`src/rtl/fwb_slave.sv`:
```
// fwb_slave: pipelined Wishbone protocol checker bound to a slave port.
// Counts requests and responses in the current bus cycle. It also flags
// slave-side protocol violations (reported with $error in simulation) and
// master-side constraint violations (handed to a formal tool as assumptions).
module fwb_slave #(
  parameter int AW                  = 32,
  parameter int DW                  = 32,
  parameter int F_LGDEPTH           = 4,
  parameter int F_MAX_STALL         = 0,
  parameter int F_MAX_ACK_DELAY     = 0,
  parameter bit F_OPT_DISCONTINUOUS = 1'b0,
  parameter bit F_SIM_ERRORS        = 1'b1
) (
  input  logic                 i_clk,
  input  logic                 i_reset,
  input  logic                 i_wb_cyc,
  input  logic                 i_wb_stb,
  input  logic                 i_wb_we,
  input  logic [AW-1:0]        i_wb_addr,
  input  logic [DW-1:0]        i_wb_data,
  input  logic [DW/8-1:0]      i_wb_sel,
  input  logic                 i_wb_ack,
  input  logic                 i_wb_stall,
  input  logic                 i_wb_err,
  input  logic [DW-1:0]        i_wb_idata,
  output logic [F_LGDEPTH-1:0] f_nreqs,
  output logic [F_LGDEPTH-1:0] f_nacks,
  output logic [F_LGDEPTH-1:0] f_outstanding
);

  // Width of the stall / response-delay run-length counters (saturating).
  localparam int SW = 16;
  localparam logic [SW-1:0] SW_ONE    = SW'(1);
  localparam logic [SW-1:0] STALL_LIM = (F_MAX_STALL > 0) ? SW'(F_MAX_STALL - 1) : '0;
  localparam logic [SW-1:0] WAIT_LIM  = (F_MAX_ACK_DELAY > 0) ? SW'(F_MAX_ACK_DELAY - 1) : '0;

  // Saturating increment so long runs never wrap back below a limit.
  function automatic logic [SW-1:0] sat_inc(input logic [SW-1:0] v);
    return (v == {SW{1'b1}}) ? v : v + SW_ONE;
  endfunction

  logic [F_LGDEPTH-1:0] r_nreqs;
  logic [F_LGDEPTH-1:0] r_nacks;
  logic [SW-1:0]        r_stall_cnt;
  logic [SW-1:0]        r_wait_cnt;
  logic                 r_past_valid;
  logic                 r_past_reset;
  logic                 r_past_cyc;
  logic                 r_past_stb;
  logic                 r_past_stall;
  logic                 r_past_we;
  logic                 r_past_err;
  logic [AW-1:0]        r_past_addr;
  logic [DW/8-1:0]      r_past_sel;
  logic [DW-1:0]        r_past_idata;
  logic                 r_stb_dropped;

  logic                 w_accept;
  logic                 w_resp;
  logic                 w_stb_fell;
  logic                 w_held;
  logic [5:0]           w_viol;
  logic [6:0]           w_asm;
  logic                 w_unused;

  assign w_accept      = i_wb_stb && !i_wb_stall;
  assign w_resp        = i_wb_ack || i_wb_err;
  assign f_nreqs       = r_nreqs;
  assign f_nacks       = r_nacks;
  assign f_outstanding = i_wb_cyc ? (r_nreqs - r_nacks) : '0;

  // Request / response counters, scoped to the current bus cycle.
  always_ff @(posedge i_clk) begin
    if (i_reset || !i_wb_cyc) begin
      r_nreqs <= '0;
      r_nacks <= '0;
    end else begin
      r_nreqs <= r_nreqs + {{(F_LGDEPTH-1){1'b0}}, w_accept};
      r_nacks <= r_nacks + {{(F_LGDEPTH-1){1'b0}}, w_resp};
    end
  end

  // Run lengths of consecutive stalls and of response-less outstanding cycles.
  always_ff @(posedge i_clk) begin
    if (i_reset || !i_wb_cyc || !i_wb_stb || !i_wb_stall) begin
      r_stall_cnt <= '0;
    end else begin
      r_stall_cnt <= sat_inc(r_stall_cnt);
    end
    if (i_reset || !i_wb_cyc || (f_outstanding == '0) || w_resp) begin
      r_wait_cnt <= '0;
    end else begin
      r_wait_cnt <= sat_inc(r_wait_cnt);
    end
  end

  // One-cycle history of the bus; these mirror inputs so they are never reset.
  always_ff @(posedge i_clk) begin
    r_past_valid <= 1'b1;
    r_past_reset <= i_reset;
    r_past_cyc   <= i_wb_cyc;
    r_past_stb   <= i_wb_stb;
    r_past_stall <= i_wb_stall;
    r_past_we    <= i_wb_we;
    r_past_err   <= i_wb_err;
    r_past_addr  <= i_wb_addr;
    r_past_sel   <= i_wb_sel;
    r_past_idata <= i_wb_idata;
  end

  // Sticky flag: strobe has fallen at some point inside the current cycle.
  always_ff @(posedge i_clk) begin
    if (i_reset || !i_wb_cyc) begin
      r_stb_dropped <= 1'b0;
    end else begin
      r_stb_dropped <= r_stb_dropped || w_stb_fell;
    end
  end

  assign w_stb_fell = r_past_valid && r_past_cyc && r_past_stb && i_wb_cyc && !i_wb_stb;

  // Slave-side checks; one bit per rule.
  assign w_viol[0] = i_wb_ack && i_wb_err;
  assign w_viol[1] = r_past_valid && (r_past_reset || !r_past_cyc) && w_resp;
  assign w_viol[2] = (f_outstanding == '0) && w_resp;
  assign w_viol[3] = r_nacks > r_nreqs;
  assign w_viol[4] = (F_MAX_STALL > 0) && i_wb_cyc && i_wb_stb && i_wb_stall
                     && (r_stall_cnt >= STALL_LIM);
  assign w_viol[5] = (F_MAX_ACK_DELAY > 0) && i_wb_cyc && (f_outstanding != '0)
                     && !w_resp && (r_wait_cnt >= WAIT_LIM);

  // A stalled request must be re-presented unchanged on the next cycle.
  assign w_held = i_wb_stb && (i_wb_we == r_past_we) && (i_wb_addr == r_past_addr)
                  && (i_wb_sel == r_past_sel) && (!i_wb_we || (i_wb_idata == r_past_idata));

  // Master-side constraints; one bit per rule.
  assign w_asm[0] = i_wb_stb && !i_wb_cyc;
  assign w_asm[1] = (i_reset || (r_past_valid && r_past_reset)) && (i_wb_cyc || i_wb_stb);
  assign w_asm[2] = r_past_valid && !r_past_reset && r_past_cyc && r_past_stb && r_past_stall
                    && i_wb_cyc && !w_held;
  assign w_asm[3] = r_past_valid && !r_past_reset && r_past_cyc && r_past_stb && i_wb_cyc
                    && i_wb_stb && (i_wb_we != r_past_we);
  assign w_asm[4] = r_past_valid && !r_past_reset && r_past_err && i_wb_cyc;
  assign w_asm[5] = i_wb_stb && (r_nreqs == {F_LGDEPTH{1'b1}});
  assign w_asm[6] = !F_OPT_DISCONTINUOUS && r_stb_dropped && i_wb_stb;

  // Read data is observed only; fold it away so it is visibly consumed.
  assign w_unused = ^{i_wb_data, w_asm};

  // Report slave-side violations in simulation builds.
  always_ff @(posedge i_clk) begin
    if (F_SIM_ERRORS && r_past_valid) begin
      assert (w_viol == 6'b0)
        else $error("fwb_slave: slave protocol violation, rule bits %b", w_viol);
    end
  end

`ifdef FORMAL
  // Constrain the master and check the slave under a formal tool.
  always @(*) begin
    assume (w_asm == 7'b0);
    if (r_past_valid) begin
      assert (w_viol == 6'b0);
    end
  end
`endif

endmodule

```
`config.mk`:
```
export PLATFORM = sky130hd
export DESIGN_NAME = fwb_slave
export DESIGN_NICKNAME = d
export VERILOG_FILES = /design/src/rtl/fwb_slave.sv
export SDC_FILE = /design/constraint.sdc
export NUM_CORES = 1
export LEC_CHECK = 0
export BUFFER_PORTS_ARGS = -buffer_cell sky130_fd_sc_hd__buf_2
export CELL_PAD_IN_SITES_DETAIL_PLACEMENT = 0
export CELL_PAD_IN_SITES_GLOBAL_PLACEMENT = 1
export CORE_MARGIN = 3
export CORE_UTILIZATION = 10
export DETAILED_ROUTE_END_ITERATION = 12
export PLACE_DENSITY = 0.85
export SYNTH_ARGS = -nofsm -noshare
export SYNTH_HDL_FRONTEND = slang
export SYNTH_SLANG_ARGS = --single-unit
export TNS_END_PERCENT = 5
```
`constraint.sdc`:
```
create_clock -name i_clk -period 1.4 [get_ports i_clk]
set_input_delay 0.07 -clock i_clk [delete_from_list [all_inputs] [get_ports i_clk]]
set_output_delay 0.07 -clock i_clk [all_outputs]
set_load 0.05 [all_outputs]
```
==> results by group <==
Die
  • FP Rows: 24
  • DIE AREA: 0.005455 mm²
  • Starting density of the core: 0.1043
  • Height of the chip: 73.86 µm
  • I/O pin cnt: 120
  • Die Wd: 73.86 µm
  • Total core area: 0.004414 mm²

Synthesis
  • Synth top area share: 0.3478
  • Synth top area cells: dfxtp_1 35%, ha_1 19%, and2_1 8.2%
  • Syn Nets: 164
  • Synth unique cells: 15
  • Synthesized flop and latch total: 8
  • Register area share after synthesis: 0.3478
  • Mapped Area: 460.4 µm²
  • Synthesis warning total: 0
  • Syn Inst Count: 48
  • Syn avg cell area: 9.593 µm²
  • Dominant cell type by area after synthesis: dfxtp_1

GRT
  • Congestion Overflow GR: 0
  • Initial antenna violation count: 0
  • Gr usage total: 0.05094
  • Global-route wire length before repair: 1925 µm
  • Vias in the first global route: 421
  • Largest net degree at the start of global routing: 7

STA
  • Slew HR: 0.8322
  • Worst Skew: 5.503 ps
  • Count of final hold-check violations: 0
  • Unrepaired setup endpoints after global routing: yes
  • Worst Tran Pin Value: 253.4 ps
  • Fin. max-slew vios: 0
  • Period utilisation layout: 1.149
  • Setup-failing EPs final: 3
  • Fmax: 621.9 MHz
  • Post-route minimum period: 1608 ps
  • Final worst slack: -208.0 ps

Drt
  • Drc violations: 0
  • DR WL/cell: 9.071 µm
  • Total wire length: 1152 µm
  • Total iterations of the first detailed-routing run: 2
  • DR vias/cell: 3.213
  • Initial DRC Count: 21
  • ANT nets after route: 0
  • Via Count: 408

Setup path
  • Critical Path Fanout Max: 2
  • Arr. time, crit path: 1540 ps
  • Top Family by Delay on Critical Path: adder cells
  • Reg2Reg Depth: 4
  • Reg2reg setup slack: 190 ps
  • Crit path kind: reg2out
  • Crit path buf inv count: 3
  • CP Data Required Time: 1330 ps
  • CP endpoint kind: output port
  • Worst R2R End: f_nreqs[1]
  • Slowest CP cell: fa_2
  • Cell chain of the critical path: inv_4, ha_4, inv_2, fa_2, and2_4, buf_8
  • R2r startpoint: f_nreqs[0]
  • Crit-path max cell delay: 500 ps
  • Startpoint Class: flop

Clock tree
  • Htree depth: 1
  • Post-CTS Setup Bufs: 0
  • Later-pin clock latency in the skew report: 230 ps
  • Clock Tree Buf Depth: 2
  • CTS buffer count: 3
  • # hold bufs at CTS: 0
  • Sink Count: 8
  • Clock root buffer: clkbuf_8
  • Clk slew on worst S/H paths: 40 ps
  • CTS tree: built

Outcome
  • Failing checks: setup timing
  • Outcome: finished, violations left

Hold path
  • Worst Min Path Start: i_reset
  • Min-Delay Path Depth: 3
  • Hold path endpoint: f_nacks[0]
  • HP Class: in2reg

Placed design
  • I/O Buffers: 18
  • Minimum setup slack after placement: -102.5 ps
  • Placer Congestion: 0.7001
  • DP HPWL: 945.4 µm

Power
  • Pwr/cell area: 815.5 mW/mm²
  • LEAKAGE: 0.3567 nW
  • Final total power: 0.0006418 W
  • Peak VDD IR: 0.2018 mV

Job
  • Max Cap Violations: 0

Finish
  • # nets final: 192
  • Number of fill cells in the layout: 487
  • Area Growth Syn to Fin: 70.92%
  • Share of cells above drive strength 1: 0.5733
  • Antenna diodes: 0
[cells in the final DEF (no fill, tap or decap), drive strengths merged, types with 2 or more instances in the layout]
cell type / instances
xnor2: 2
inv: 4
dfxtp: 8
ha: 7
a21oi: 2
buf: 23
nand3: 3
clkbuf: 4
and2: 6
xor2: 4
nor2: 4
nor2b: 3
[kinds of logic after synthesis]
kind of cell | share of synthesized area
adders and majority gates | 0.2337
AOI/OAI and AO/OA | 0.02174
xor gates and xnor gates | 0.1141
DFF | 0.3478
and+or+nand+nor | 0.2500
buffers and inverters | 0.03260
[area by class of cell]
cell class	count	area, µm²	share of cell area
clock buffer	4	45.04	0.05723
timing repair buffer	23	153.9	0.1955
sequential	8	180.2	0.2289
tap	52	65.06	0.08267
multi-input combinational	36	325.3	0.4134
inverter	4	17.52	0.02226
[how the worst max path moves through the flow]
stage / startpoint / end / slack [ps] / cells past startpoint
2_1_floorplan: f_nreqs[0] / f_outstanding[2] / -30 / 6
3_3_place_gp: f_nreqs[0] / f_outstanding[2] / -100 / 7
3_5_place_dp: f_nreqs[0] / f_outstanding[2] / -100 / 7
4_1_cts: f_nreqs[0] / f_outstanding[2] / -240 / 7
5_1_grt: f_nreqs[0] / f_outstanding[1] / -270 / 6
6_report: f_nreqs[0] / f_outstanding[1] / -210 / 6
[synth_stat cells]
master	count
a21oi_1	2
fa_1	1
dfxtp_1	8
xnor2_1	2
nor2b_1	3
xor2_1	4
and2_1	6
ha_1	7
nand2b_1	1
nor2_1	4
and3b_1	1
or2_2	1
inv_1	4
nand3b_1	1
nand3_1	3
[worst reg2reg max path, stage by stage, from the launching register on]
cell and delay [ps]:
dfxtp_4 340, buf_4 140, ha_1 220, ha_1 270, and2_1 130
[report_power, final]
part / internal (W) / switching, W
registers: 0.000226 / 0.00000369
clock network: 0.000197 / 0.0000928
logic: 0.0000517 / 0.0000701
[registers in the layout (all words and copies together), names as in the netlist]
name     count
f_nacks      4
f_nreqs      4
[metal layers]
metal,part of all wire,GRT usage,vias to the layer above
met5,0,0,-
met4,0.017,0.03622,0
met3,0.090,0.02873,2
met2,0.48,0.07677,14
met1,0.41,0.05285,183
li1,-,-,209
[stage by stage]
| stage | std cells | cell area, µm² | utilization | hold WS, ps | setup TNS, ps |
|---|---|---|---|---|---|
| CTS | 127 | 784.5 | 0.1777 | 181.5 | -672.2 |
| global placement | 123 | 710.7 | 0.1610 | 418.7 | -143.3 |
| global route | 127 | 787.0 | 0.1783 | 190.6 | -788.1 |
| finish | 127 | 787.0 | 0.1783 | 183.3 | -583.2 |
| floorplan | 48 | 518.0 | - | 259.9 | -36.20 |
| detailed placement | 123 | 710.7 | 0.1610 | 432.2 | -150.0 |
[repair_timing]
action,CTS,global route
endpoints found under the hold margin,0,0
resized for setup,10,1
setup endpoints to repair,3,3
pin swaps,2,3
Power figures use the tool's default switching activity.
